File: src/rtl/stopwatch_display.sv
// Display stage for the stopwatch: double-dabble conversion of MM:SS and
// multiplexed drive of a 4-digit common-anode 7-segment display with pause blink.
module stopwatch_display #(
  parameter int REFRESH_DIV = 50000,
  parameter int BLINK_DIV   = 250
) (
  input  logic       clk,
  input  logic       rst_n,
  input  logic [6:0] minutes,
  input  logic [5:0] seconds,
  input  logic [1:0] status,
  output logic [3:0] an,
  output logic [6:0] seg,
  output logic       dp
);

  localparam int RW = (REFRESH_DIV > 1) ? $clog2(REFRESH_DIV) : 1;
  localparam int BW = (BLINK_DIV > 1) ? $clog2(BLINK_DIV) : 1;
  localparam logic [RW-1:0] REFRESH_LAST = RW'(REFRESH_DIV - 1);
  localparam logic [BW-1:0] BLINK_LAST   = BW'(BLINK_DIV - 1);
  localparam logic [1:0]    ST_PAUSED    = 2'd2;

  typedef enum logic [1:0] {
    CONV_IDLE,
    CONV_RUN,
    CONV_UPDATE
  } conv_state_t;

  conv_state_t conv_state;

  logic [6:0]       min_clamped;
  logic [5:0]       sec_clamped;
  logic [12:0]      captured;
  logic [6:0]       min_bin;
  logic [6:0]       sec_bin;
  logic [7:0]       min_bcd;
  logic [7:0]       sec_bcd;
  logic [2:0]       iter;
  logic [3:0][3:0]  digits;

  logic [RW-1:0]    refresh_cnt;
  logic [1:0]       scan_idx;
  logic             scan_wrap;
  logic [BW-1:0]    blink_cnt;
  logic             phase_on;

  logic [3:0]       cur_digit;
  logic [6:0]       seg_next;

  // One double-dabble step on a two-nibble accumulator; inputs never exceed 99.
  function automatic logic [7:0] dabble_step(input logic [7:0] bcd, input logic bit_in);
    logic [7:0] adj;
    adj = bcd;
    if (bcd[3:0] >= 4'd5) adj = adj + 8'h03;
    if (bcd[7:4] >= 4'd5) adj = adj + 8'h30;
    return (adj << 1) | {7'b0, bit_in};
  endfunction

  always_comb begin
    min_clamped = (minutes > 7'd99) ? 7'd99 : minutes;
    sec_clamped = (seconds > 6'd59) ? 6'd59 : seconds;
  end

  always_ff @(posedge clk or negedge rst_n) begin
    if (!rst_n) begin
      conv_state <= CONV_IDLE;
      captured   <= '0;
      min_bin    <= '0;
      sec_bin    <= '0;
      min_bcd    <= '0;
      sec_bcd    <= '0;
      iter       <= '0;
      digits     <= '0;
    end else begin
      case (conv_state)
        CONV_IDLE: begin
          if ({min_clamped, sec_clamped} != captured) begin
            captured   <= {min_clamped, sec_clamped};
            min_bin    <= min_clamped;
            sec_bin    <= {1'b0, sec_clamped};
            min_bcd    <= '0;
            sec_bcd    <= '0;
            iter       <= '0;
            conv_state <= CONV_RUN;
          end
        end
        CONV_RUN: begin
          min_bcd <= dabble_step(min_bcd, min_bin[6]);
          sec_bcd <= dabble_step(sec_bcd, sec_bin[6]);
          min_bin <= {min_bin[5:0], 1'b0};
          sec_bin <= {sec_bin[5:0], 1'b0};
          iter    <= iter + 3'd1;
          if (iter == 3'd6) conv_state <= CONV_UPDATE;
        end
        CONV_UPDATE: begin
          digits     <= {min_bcd[7:4], min_bcd[3:0], sec_bcd[7:4], sec_bcd[3:0]};
          conv_state <= CONV_IDLE;
        end
        default: conv_state <= CONV_IDLE;
      endcase
    end
  end

  assign scan_wrap = (refresh_cnt == REFRESH_LAST);

  always_ff @(posedge clk or negedge rst_n) begin
    if (!rst_n) begin
      refresh_cnt <= '0;
      scan_idx    <= '0;
    end else if (scan_wrap) begin
      refresh_cnt <= '0;
      scan_idx    <= scan_idx + 2'd1;
    end else begin
      refresh_cnt <= refresh_cnt + 1'b1;
    end
  end

  // Outside PAUSED the blink state is pinned so a new pause starts visible.
  always_ff @(posedge clk or negedge rst_n) begin
    if (!rst_n) begin
      blink_cnt <= '0;
      phase_on  <= 1'b1;
    end else if (status != ST_PAUSED) begin
      blink_cnt <= '0;
      phase_on  <= 1'b1;
    end else if (scan_wrap) begin
      if (blink_cnt == BLINK_LAST) begin
        blink_cnt <= '0;
        phase_on  <= ~phase_on;
      end else begin
        blink_cnt <= blink_cnt + 1'b1;
      end
    end
  end

  assign cur_digit = digits[scan_idx];

  always_comb begin
    seg_next = 7'b1111111;
    case (cur_digit)
      4'd0: seg_next = 7'b1000000;
      4'd1: seg_next = 7'b1111001;
      4'd2: seg_next = 7'b0100100;
      4'd3: seg_next = 7'b0110000;
      4'd4: seg_next = 7'b0011001;
      4'd5: seg_next = 7'b0010010;
      4'd6: seg_next = 7'b0000010;
      4'd7: seg_next = 7'b1111000;
      4'd8: seg_next = 7'b0000000;
      4'd9: seg_next = 7'b0010000;
      default: seg_next = 7'b1111111;
    endcase
  end

  always_ff @(posedge clk or negedge rst_n) begin
    if (!rst_n) begin
      an  <= 4'b1111;
      seg <= 7'b1111111;
      dp  <= 1'b1;
    end else begin
      an  <= phase_on ? ~(4'b0001 << scan_idx) : 4'b1111;
      seg <= seg_next;
      dp  <= !(phase_on && (scan_idx == 2'd2));
    end
  end

endmodule

File: config.mk
export PLATFORM = sky130hd
export DESIGN_NAME = stopwatch_display
export DESIGN_NICKNAME = d
export VERILOG_FILES = /design/src/rtl/stopwatch_display.sv
export SDC_FILE = /design/constraint.sdc
export NUM_CORES = 1
export LEC_CHECK = 0
export BUFFER_PORTS_ARGS = -buffer_cell sky130_fd_sc_hd__buf_2
export CORE_UTILIZATION = 35
export DETAILED_ROUTE_END_ITERATION = 7
export GPL_TIMING_DRIVEN = 1
export MAX_ROUTING_LAYER = met4
export PLACE_DENSITY = 0.56
export SYNTH_ARGS = -nofsm -noshare
export SYNTH_HDL_FRONTEND = slang
export SYNTH_SLANG_ARGS = --single-unit
File: constraint.sdc
create_clock -name clk -period 2.6 [get_ports clk]
set_input_delay 0.52 -clock clk [delete_from_list [all_inputs] [get_ports clk]]
set_output_delay 0.52 -clock clk [all_outputs]
set_load 0.01 [all_outputs]
# After elaboration in Yosys (flattened, before gate mapping)
# Memory sizes are Yosys's and may differ from the RTL's. A register that Yosys moved wholly into a read port is not among the register bits.
# Cells that the tools add are included.
# op_classes
mux	32
magnitude_cmp	7
n_addsub	8
bitwise	4
n_reduce_logical	11
shifts	1
eq_ne	10
# op_table
op	n
two-way mux 7 bit	11
two-way mux 8 bit	4
one-hot mux 8 bit (2 select lines)	2
one-hot mux 7 bit (2 select lines)	2
adder 16 x 1 -> 16 bit (second input constant)	1
== test 16 bit (second input constant)	1
greater-or-equal comparator 4 x 3 -> 1 bit (second input constant)	4
two-way mux 16 bit	1
OR 8 x 1 -> 8 bit	2
adder 7 x 2 -> 7 bit (second input constant)	2
adder 7 x 6 -> 7 bit (second input constant)	2
!= test 13 bit	1
adder 8 x 1 -> 8 bit (second input constant)	1
binary-select mux 4 bit (select 2 bit)	1
== test 8 bit (second input constant)	1
two-way mux 4 bit	2
AND reduction 2 bit	4
greater-than comparator 7 bit (second input constant)	1
greater-than comparator 6 bit (second input constant)	1
two-way mux 6 bit	1
!= test 2 bit (second input constant)	3
one-hot mux 3 bit (2 select lines)	1
nonzero test 2 bit	3
== test 2 bit (second input constant)	2
other kinds (15)	19
# totals
n_memories	1
romBits	112
inputBits	17
out_inout_bits	12
register_bits	96
word_cells	91
# memory_table
name	depth	word_bits	rd	rd_clocked_by_memory_dff	write_ports	line_no	source
(name not given)	16	7	1	1	0	140	case (cur_digit)

# Logic depth before layout (Yosys ltp)
# depth
depth_word	8
depth_mapped	10
depth_no_buf	10

# Worst setup path before layout
# No wires, ideal clock.
# synth_path
kind	input to register
start	input minutes[6]
end	register captured[12]
path_buffers	2
path_slack_ns	0.224
path_stages	7
required_ns	2.472
arrival_time_ns	2.249
setup_ns	0.128
cell_sequence	clkbuf_1 o311a_1 nor4_1 a311o_2 a41oi_4 buf_2 mux2_1
# synth_via
elab_chain_cells	4
# synth_rtl
element	line_no	source
start, declared	9	input logic [6:0] minutes,
greater-than comparator 7 bit	60	min_clamped = (minutes > 7'd99) ? 7'd99 : minutes;
two-way mux 7 bit *	60	
!= test 13 bit	77	if ({min_clamped, sec_clamped} != captured) begin
AND reduction 2 bit (no source line)	n/a	
end signal, assigned	78	captured <= {min_clamped, sec_clamped};
end, declared	33	logic [12:0] captured;
# Mark *: on every way between the ends. The rest lies on a longest branch, timed or not.
# A chain may end at the register's enable or synchronous reset.

# Worst setup path after layout
# layout_path
start	input minutes[3]
end	register captured[4]
# layout_via
elab_chain_cells	4
# layout_rtl
element	line_no
greater-than comparator 7 bit	60
two-way mux 7 bit *	60
!= test 13 bit *	77
AND reduction 2 bit (no source line) *	n/a
# Marked as above.

==> out/metrics.yaml <==
status:
  status: "complete, no violations"
drt:
  wl_um: 9740
  via_count: 3664
  ant_nets: 0
  drt-initial-drc-count: 125
  post-route-drc-count: 0
  drtPass1Iterations: 4
  via_per_inst: 5.08
  routedWlPerCell_um: 13.5
sta:
  rsz0062_at_grt: "false"
  finalCritPeriodShare_pct: 83.2
  layout_setup_ws_ns: 0.437
  finalHoldViolCount: 0
  skew_ns: 0.00693
  max_freq_mhz: 462
  layout_min_cycle_time_ns: 2.16
  setup_viol: 0
  tns_ns: 0
  worstMarginPinSlew_ns: 0.845
  drv_slew: 0
  relSlewSlack_pct: 43.6
synthesis:
  synth_edf_count: 0
  yosysMostFrequentCell: "dfrtp_1"
  seq_area_frac_synth_pct: 49.8
  netlist_area_sq_um: 5160
  ys_seq_elements: 102
  yosys.area.top_type: "dfrtp_1"
  synth_top_flop_cell: "dfrtp_1"
  async_flop_share_pct: 100
  yosys-top-cells-count: "dfrtp_1 (90), nand2_1 (63), nor2_1 (29), inv_1 (26), o21ai_0 (25)"
  ys_types: 56
  netlist_instances: 501
  yosys.area.top_type_share_pct: 43.7
  syn_area_per_cell_sq_um: 10.3
  synthTopCellsByArea: "dfrtp_1 (44%), dfstp_2 (6.1%), ha_1 (4.9%)"
  synth_fp_nets: 538
  yosysWarnings: 0
placement:
  preCtsSetupSlack_ns: 0.0688
  routabilityCongestion: 0.844
  port_buffers: 28
  dp_hpwl_um: 7020
setup_path:
  path_max_fanout: 8
  cp-end-kind: "flop"
  worstPathRequired_ns: 2.83
  r2r_slack_ns: 0.44
  r2r-start: "captured[7]"
  rr_endpoint: "captured[4]"
  start_kind: "primary input"
  reg2reg_depth: 6
  crit_path_start: "minutes[3]"
  critPathArrivalTime_ns: 2.39
  crit_type: "primary input to flop"
power:
  p_sw_share_pct: 35.1
  p_seq_share_pct: 40.3
  leakagePower_uw: 0.00265
  p_switching_uw: 2220
  powerDensity_nw_per_um2: 1070
  peakVddDrop_mv: 0.432
  p_int_uw: 4100
  p_comb_share_pct: 37.3
  p_clk_share_pct: 22.4
clock_network:
  clkTransAtPathRegs_ns: 0.07
  cts_setup_buffers: 0
  root_buffer: "clkbuf_16"
  clock_latency_ns: 0.35
  clk_path_buf_depth: 2
  clock_sinks: 102
  cts_resized: 0
  htreeDepth: 3
  holdBufCountCts: 0
  cts_tree: "done"
  cts_made_buffers: 9
floorplanning:
  start_util_pct: 36.4
  coreArea_sq_um: 14100
  dieArea_sq_um: 15200
  rows: 43
  boundaryPins: 29
  fp.dieW_um: 123
  fp.dieH_um: 123
min_path:
  hold_class: "primary input to async pin"
global_route:
  grt_pass1_vias: 3521
  grt_antenna_before_repair: 0
  grt_pass1_wl_um: 16800
  grt_max_degree: 46
  grtUsageTotal_pct: 14.6
  grt-ovfl-total: 0
layout:
  antenna_cells: 0
  area_growth_pct: 14.8
  layout-drive-gt1-share_pct: 17.9
  finalNetCount: 573
run:
  maxCapViolations: 0
stage by stage:
step	area (sq um)	util [%]	hold slack, ns	power [uW]	instances
CTS	5920	41.8	0.115	6390	721
global placement	5600	39.6	0.444	4870	705
detailed placement	5600	39.6	0.445	4950	705
finish	5920	41.8	0.107	6320	721
global route	5920	41.8	0.132	6820	721
floorplan	5160	-	0.224	4300	501
layer usage:
| layer | up-vias | global-route usage (%) | wire length (um) |
|---|---|---|---|
| met3 | 15 | 3.78 | 310 |
| met4 | 0 | 4.37 | 151 |
| met2 | 53 | 22.5 | 4600 |
| li1 | 1821 | - | - |
| met1 | 1775 | 18.8 | 4680 |
| met5 | - | - | 0 |
sequential cells by signal (all words and copies together) (netlist names):
register and cells:
sec_bcd 8, min_bcd 8, min_bin 7, digits 16
dp 1, seg 7, phase_on 1, blink_cnt 8
refresh_cnt 16, iter 3, sec_bin 7, conv_state 2
captured 13, an 3, scan_idx 2
final cells by class:
type	instances	area [sq um]
fillers	1352	8230
flip-flops and latches	102	2570
multi-input cells	350	2400
repair buffers	47	310
clock buffers	13	280
well taps	180	225
inverters	26	97.6
clock inverters	3	40.0
placed cells by master, fill, tap and decap left out, drive strengths merged, types with 6 or more instances in the layout:
cell type / synthesis / layout
dfrtp: 90 / 90
nand2: 63 / 63
buf: 5 / 47
o21ai: 34 / 34
nor2: 29 / 29
inv: 26 / 26
xnor2: 21 / 21
ha: 20 / 20
xor2: 19 / 19
nand3: 17 / 17
a21oi: 15 / 15
mux2: 15 / 15
clkbuf: 18 / 13
dfstp: 12 / 12
o22ai: 11 / 11
and3: 8 / 8
a22oi: 7 / 7
o21bai: 7 / 7
mux2i: 6 / 6
nand2b: 6 / 6
a221o: 6 / 6
power by group through the flow:
stage               clock (uW)  sequential [uW]  combinational (uW)
CTS                       1460             2550                2380
global placement             0             2560                2300
global route              1520             2620                2680
detailed placement           0             2580                2370
finish                    1420             2540                2360
floorplan                    0             2490                1810
cells by family (layout without fill, tap and decap cells):
group,after synthesis,after routing,synth area share (%)
compound gates,109,109,14.4
xor+xnor,40,40,6.79
fa+ha+maj,20,20,4.85
buf+inv,49,89,3.74
flops,102,102,49.8
mux,24,24,5.75
simple gates,157,157,14.6
worst max-delay path: stages:
cell     delay [ns]
buf_2          0.11
o311a_1        0.39
a311o_2        0.44
a41oi_4        0.35
buf_4          0.23
mux2_1         0.34
worst max-delay path by stage:
stage / cells past startpoint / slack [ns] / to
6_report: 6 / 0.44 / captured[4]
4_1_cts: 6 / 0.41 / captured[4]
5_1_grt: 10 / 0.28 / min_bcd[7]
2_1_floorplan: 7 / 0.22 / captured[12]
3_3_place_gp: 8 / 0.10 / sec_bin[2]
3_5_place_dp: 6 / 0.07 / captured[4]
Power figures use the tool's default switching activity.
